### config.mk
export PLATFORM = sky130hd
export DESIGN_NAME = rr_mux_arbiter_41
export DESIGN_NICKNAME = d
export VERILOG_FILES = /design/src/rtl/rr_mux_arbiter_41.sv
export SDC_FILE = /design/constraint.sdc
export NUM_CORES = 1
export LEC_CHECK = 0
export ABC_AREA = 1
export BUFFER_PORTS_ARGS = -buffer_cell sky130_fd_sc_hd__buf_2
export CAP_MARGIN = 30
export CORE_MARGIN = 8
export CORE_UTILIZATION = 50
export CTS_BUF_LIST = sky130_fd_sc_hd__clkbuf_8
export DETAILED_ROUTE_END_ITERATION = 8
export PLACE_DENSITY = 0.84
export SETUP_SLACK_MARGIN = 0.5
export SLEW_MARGIN = 20
export SYNTH_ARGS = -nofsm -noshare
export SYNTH_HDL_FRONTEND = slang
export SYNTH_SLANG_ARGS = --single-unit
### constraint.sdc
create_clock -name clk -period 1.8 [get_ports clk]
set_input_delay 0.09 -clock clk [delete_from_list [all_inputs] [get_ports clk]]
set_output_delay 0.09 -clock clk [all_outputs]
set_load 0.01 [all_outputs]
### src/rtl/rr_mux_arbiter_41.sv
// Round-robin arbiter sharing one 4:1 mux path between four requesters.
// A quantum limits how long one owner holds the path while others wait.
module rr_mux_arbiter_41 #(
   parameter int W       = 8,
   parameter int QUANTUM = 8
) (
   input  logic           clk,
   input  logic           rst_n,
   input  logic [3:0]     req,
   input  logic [4*W-1:0] din,
   output logic [3:0]     gnt,
   output logic [1:0]     sel,
   output logic           busy,
   output logic [W-1:0]   dout,
   output logic           dout_valid
);

   localparam int            CW      = (QUANTUM > 1) ? $clog2(QUANTUM) : 1;
   localparam logic [CW-1:0] CNT_MAX = CW'(QUANTUM - 1);

   typedef enum logic {IDLE, GRANT} state_t;

   state_t              state, state_nx;
   logic [CW-1:0]       cnt, cnt_nx;
   logic [1:0]          last, last_nx, sel_nx;
   logic [3:0]          gnt_nx;
   logic [3:0][W-1:0]   din_lane;
   logic [W-1:0]        dout_mux;
   logic                found;
   logic [1:0]          win;

   for (genvar n = 0; n < 4; n++) begin : g_lane
      assign din_lane[n] = din[n*W +: W];
   end

   // Search last+4 down to last+1 so the highest-priority hit lands last;
   // last itself sits at lowest priority, which is how a preempted owner rejoins.
   always_comb begin
      logic [1:0] idx;
      found = 1'b0;
      win   = last;
      idx   = last;
      for (int i = 4; i >= 1; i--) begin
         idx = last + 2'(i);
         if (req[idx]) begin
            found = 1'b1;
            win   = idx;
         end
      end
   end

   always_ff @(posedge clk or negedge rst_n) begin
      if (!rst_n) begin
         state <= IDLE;
         gnt   <= '0;
         sel   <= '0;
         cnt   <= '0;
         last  <= 2'd3;
      end else begin
         state <= state_nx;
         gnt   <= gnt_nx;
         sel   <= sel_nx;
         cnt   <= cnt_nx;
         last  <= last_nx;
      end
   end

   always_comb begin
      state_nx = state;
      gnt_nx   = gnt;
      sel_nx   = sel;
      cnt_nx   = cnt;
      last_nx  = last;
      case (state)
         IDLE: begin
            if (found) begin
               state_nx = GRANT;
               gnt_nx   = 4'b0001 << win;
               sel_nx   = win;
               cnt_nx   = '0;
               last_nx  = win;
            end
         end
         GRANT: begin
            if (!req[sel] || (cnt == CNT_MAX && |(req & ~gnt))) begin
               if (found) begin
                  gnt_nx  = 4'b0001 << win;
                  sel_nx  = win;
                  cnt_nx  = '0;
                  last_nx = win;
               end else begin
                  state_nx = IDLE;
                  gnt_nx   = '0;
               end
            end else if (cnt == CNT_MAX) begin
               cnt_nx = '0;
            end else begin
               cnt_nx = cnt + 1'b1;
            end
         end
         default: state_nx = IDLE;
      endcase
   end

   always_comb begin
      busy     = |gnt;
      dout_mux = din_lane[sel];
   end

   // Capture uses the grant in force before the edge, so dout lags gnt by one cycle.
   always_ff @(posedge clk or negedge rst_n) begin
      if (!rst_n) begin
         dout       <= '0;
         dout_valid <= 1'b0;
      end else if (|gnt) begin
         dout       <= dout_mux;
         dout_valid <= 1'b1;
      end else begin
         dout_valid <= 1'b0;
      end
   end

endmodule

# Word-level counts from Yosys, hierarchy flattened
# Cells that the tools add are included.
# W data, S select, Z words.
word_totals:
  out_inout_bits: 16
  wordCells: 66
  reg_bits: 21
  ramBits: 0
  rom_bits: 0
  mem_count: 0
  in_bits: 38
  latchBits: 0
classes:
  bitwise: 3
  eq_ne: 3
  n_div: 0
  reduce_logical: 6
  mux: 37
  n_mul: 0
  n_shift: 1
  add_sub_neg: 4
  order_cmp: 5
ops:
  columns: ["cell", "n"]
  rows:
  - ["$bmux W8 S2", 1]
  - ["$lt A2 B3 Y1 const B", 5]
  - ["$mux W2", 7]
  - ["$mux W1", 12]
  - ["$mux W4", 3]
  - ["$bmux W1 S2", 5]
  - ["$mux W3", 3]
  - ["$mux W8", 1]
  - ["$pmux W2 S2", 2]
  - ["$pmux W4 S2", 1]
  - ["$reduce_or A4 Y1", 2]
  - ["$pmux W3 S2", 1]
  - ["$add A2 B2 Y2 const B", 2]
  - ["$and A4 B4 Y4", 1]
  - ["$not A4 Y4", 1]
  - ["$shl A1 B2 Y4 const A", 1]
  - ["$add A3 B1 Y3 const B", 1]
  - ["$eq A3 B3 Y1 const B", 1]
  - ["$add A2 B1 Y2 const B", 1]
  - ["$ne A2 B1 Y1 const B", 1]
  - ["$ne A2 B2 Y1 const B", 1]
  - ["$pmux W1 S2", 1]
  - ["$reduce_and A2 Y1", 1]
  - ["$logic_and A1 B1 Y1", 1]
  - ["3 further kinds", 3]

# Logic depth before layout (Yosys ltp)
depth:
  depth_word: 10
  depth_mapped: 11

# Worst setup path after synthesis
# No wires, ideal clock.
synth_path:
  kind: "reg2reg"
  from: "register last[0]"
  to: "register sel[0]"
  period_less_slack_ps: 1375
  t_arrival_ps: 1242
  path_buffers: 1
  stages_incl_launch_ff: 11
  setup_slack_ps: 425
  cell_sequence: "dfstp_2 -> buf_6 -> nand2_1 -> nand2_2 -> nand2_2 -> nand2_2 -> nand2_2 -> nand2_2 -> nand2_2 -> nand3_2 -> o21ai_0"
synth_between:
  elab_chain_cells: 9
  elab_cells_between_ends: 21
synth_rtl:
  columns: ["item", "line_no", "rtl"]
  rows:
  - ["start, declared", "25", "logic [1:0] last, last_nx, sel_nx;"]
  - ["start signal, assigned", "64", "last <= last_nx;"]
  - ["$add A2 B2 Y2 / $bmux W1 S2 (equally long branches)", "44, 45", null]
  - ["$bmux W1 S2 / $mux W1 (equally long branches)", "45", "if (req[idx]) begin"]
  - ["$mux W1 (not written as such)", "45", null]
  - ["$mux W2 / $mux W1 (equally long branches) (3 in series)", "45", null]
  - ["$mux W2 *", "76, 86", null]
  - ["$mux W2", "85", "if (!req[sel] || (cnt == CNT_MAX && |(req & ~gnt))) begin"]
  - ["$pmux W2 S2 *", "74", "case (state)"]
  - ["end signal, assigned", "62", "sel <= sel_nx;"]
  - ["end, declared", "12", "output logic [1:0] sel,"]
# Every way passes the cells marked *; elsewhere a longest branch is shown, timed or not. The select of a mux whose other input is x is not followed.
# A chain may end at the register's enable or synchronous reset.

# Worst setup path in the final report
layout_path:
  from: "register last[0]"
  to: "register last[0]"
layout_between:
  elab_chain_cells: 9
  elab_cells_between_ends: 21
layout_rtl:
  columns: ["item", "line_no"]
  rows:
  - ["$add A2 B2 Y2 / $bmux W1 S2 (equally long branches)", "44, 45"]
  - ["$bmux W1 S2 / $mux W1 (equally long branches)", "45"]
  - ["$mux W1 (not written as such)", "45"]
  - ["$mux W2 / $mux W1 (equally long branches) (3 in series)", "45"]
  - ["$mux W2 *", "76, 86"]
  - ["$mux W2", "85"]
  - ["$pmux W2 S2 *", "74"]
# Marks and branches as above.

==> out/results.tsv <==
metric	value	unit
clkTransAtPathRegs	0.08	ns
worstPathRequired	1.98	ns
regArea	531	sq um
htreeDepth	1	
netlist_instances	197	
final_hold_viol_count	0	
critPathSlowestCell	dfstp_2	
port_buffers	53	
core_area	0.00271	sq mm
grt_pass1_wl	6.51	mm
nFillCells	224	
start_kind	flip-flop	
cts-root-buf	clkbuf_8	
layout_commonest_cell	buf_2	
seq_area_frac_synth	37.8	%
initial_utilization	51.5	%
cts_sinks	21	
power.density	1970	mW/mm^2
drive_above_1_share	42.6	%
ir_worst_vdd	1520	uV
die-area	0.00474	sq mm
setup_violations	0	
async_flop_share	100	%
hpwl	2.87	mm
ys_ff_latch	21	
status	completed	
grt-busiest-layer	met2	
insertedDiodeCount	0	
met2_usage	32.4	%
hold_class	input pin to flip-flop	
post-route-min-period	1.56	ns
mostFrequentLayoutCells	53 x buf_2, 35 x nand2_1, 35 x nor2_1, 17 x dfrtp_1, 14 x nand2_2	
worstMarginPinSlew	0.475	ns
yosysTopAreaCellShare	34.1	%
drtIter0Drc	91	
insertion_delay	0.26	ns
stdcell_count	296	
antenna_left	0	
core.rowCount	19	
gr-total-overflow	0	
grt_max_degree	22	
yosys.area.top_type	dfrtp_1	
arrival	1.74	ns
drv_slew	0	
timing.setup.tns	0	ns
antenna_found_initial	0	
worst_path_largest_cell_delay	0.57	ns
clock_path_buffers	2	
wl_per_cell	14.1	microns
pin_count	54	
finClkSkew	0.00374	ns
vias_per_cell	5.30	
drt_wl_total	4.17	mm
netlist_top_cells_area	dfrtp_1 34%, nor2_1 12%, nand2_1 10%, o21ai_0 7.5%, nand2_2 5.8%	
num_vias	1570	
numCtsBuffers	3	
multi_input_area	825	sq um
worstPathMaxFanout	9	
grt_usage	18.0	%
clock.fmax	639	MHz
rsz0062_at_grt	yes	
placedCellCount	277	
p_leak	0.00102	uW
gr-usage-met1	21.6	%
cts_tree	built	
fp.dieW	68.8	microns
globalplace.congestion	0.797	
first_global_vias	1402	
synth_edf_count	0	
yosysUniqueCellTypes	22	
drtPass1Iterations	4	
use_met3	4.20	%
slew_headroom	68.3	%
worstPathCellList	inv_2 > nand2_1 > nand2_2 > nand2_2 > nand3_2 > nor2_4 > nor2_2 > o21ai_0	
yosysWarningCount	0	
maxCapViolCount	0	
fp.dieH	68.8	microns
drc	0	
synth_nets	237	
synth_area	0.00140	sq mm
syn_avg_cell_area	7.08	sq um
finalCritPeriodShare	86.9	%
ys.flop_type	dfrtp_1	
areaGrowthSynthToFinish	39.4	%
crit_path_frequent_cell	nand2_2	
fin_nets	306	
critPathKind	flip-flop to flip-flop	
crit_path_end_kind	flip-flop	
==> logic make-up after synthesis <==
logic type,synth area share [%]
AND/OR/NAND/NOR,37.8
AO/OA/AOI/OAI,14.0
buffers and inverters,8.61
flip-flops,37.8
adder cells (fa/ha/maj),1.79
==> cells in the mapped netlist (3+ instances only) <==
master	number
inv_1	12
nor2_1	44
inv_2	5
buf_6	3
nand2_1	37
o21ai_0	21
nand3_2	3
nor2_4	3
a31oi_1	8
dfrtp_1	19
nand2_2	13
nand3_1	13
==> routing by layer <==
metal	vias to the layer above	part of all wire, %
li1	782	-
met1	739	41
met2	42	51
met3	7	6.8
met4	0	0.82
met5	-	0
==> registers in the layout (all words and copies together), names as in the netlist <==
signal and flops:
dout 8, cnt 3, gnt 4, sel 2, last 2, dout_valid 1, state 1
==> worst max-delay path, delay by kind of cell (launching register included) <==
family | cells | cell delay [ns]
AO/OA/AOI/OAI | 1 | 0.21
buffers and inverters | 1 | 0.09
flip-flops | 1 | 0.57
AND/OR/NAND/NOR | 6 | 0.61
==> stage by stage <==
step	power, uW	hold WS [ns]	cell area [sq um]	setup WS, ns	utilization, %
floorplan	2510	-0.206	1400	0.426	-
global placement	2950	0.0695	1670	0.196	61.6
detailed placement	2990	0.0743	1670	0.160	61.6
CTS	3520	0.115	1810	0.278	66.7
global route	4160	0.124	1940	0.131	71.7
finish	3830	0.109	1940	0.236	71.7
==> worst paths after layout <==
kind	startpoint	to	slack, ns	cells after the start
setup / recovery	last[0]$_DFFE_PN1P_	last[0]$_DFFE_PN1P_	0.24	8
hold / removal	din[15]	dout[7]$_DFFE_PN0P_	0.11	3
setup reg to reg	last[0]$_DFFE_PN1P_	last[0]$_DFFE_PN1P_	0.24	8
hold reg to reg	cnt[2]$_DFF_PN0_	cnt[2]$_DFF_PN0_	0.52	1
max in group asynchronous	rst_n	sel[0]$_DFFE_PN0P_	1.13	2
min in group asynchronous	rst_n	dout[6]$_DFFE_PN0P_	0.31	2
==> cell type report <==
class / instances / share of cell area (%)
well taps: 31 / 1.99
clock buffers: 3 / 2.12
clock inverters: 1 / 0.193
repair buffers: 69 / 22.3
flip-flops and latches: 21 / 27.3
inverters: 18 / 3.73
multi-input cells: 153 / 42.4
==> what timing repair did <==
action | 4_1_cts | 5_1_grt
pin swaps | 3 | 14
endpoints found under the hold margin | 19 | 0
cloned | 1 | 1
hold buffers | 1 | 0
endpoints found under the setup margin | 17 | 17
gates resized for setup | 7 | 29
buffers inserted | 8 | 4
==> power breakdown <==
part / leakage (uW) / switching (uW) / internal, uW
clock network: 0.0000269 / 166 / 152
logic: 0.000743 / 1530 / 1080
registers: 0.000245 / 176 / 722
Power figures use the tool's default switching activity.
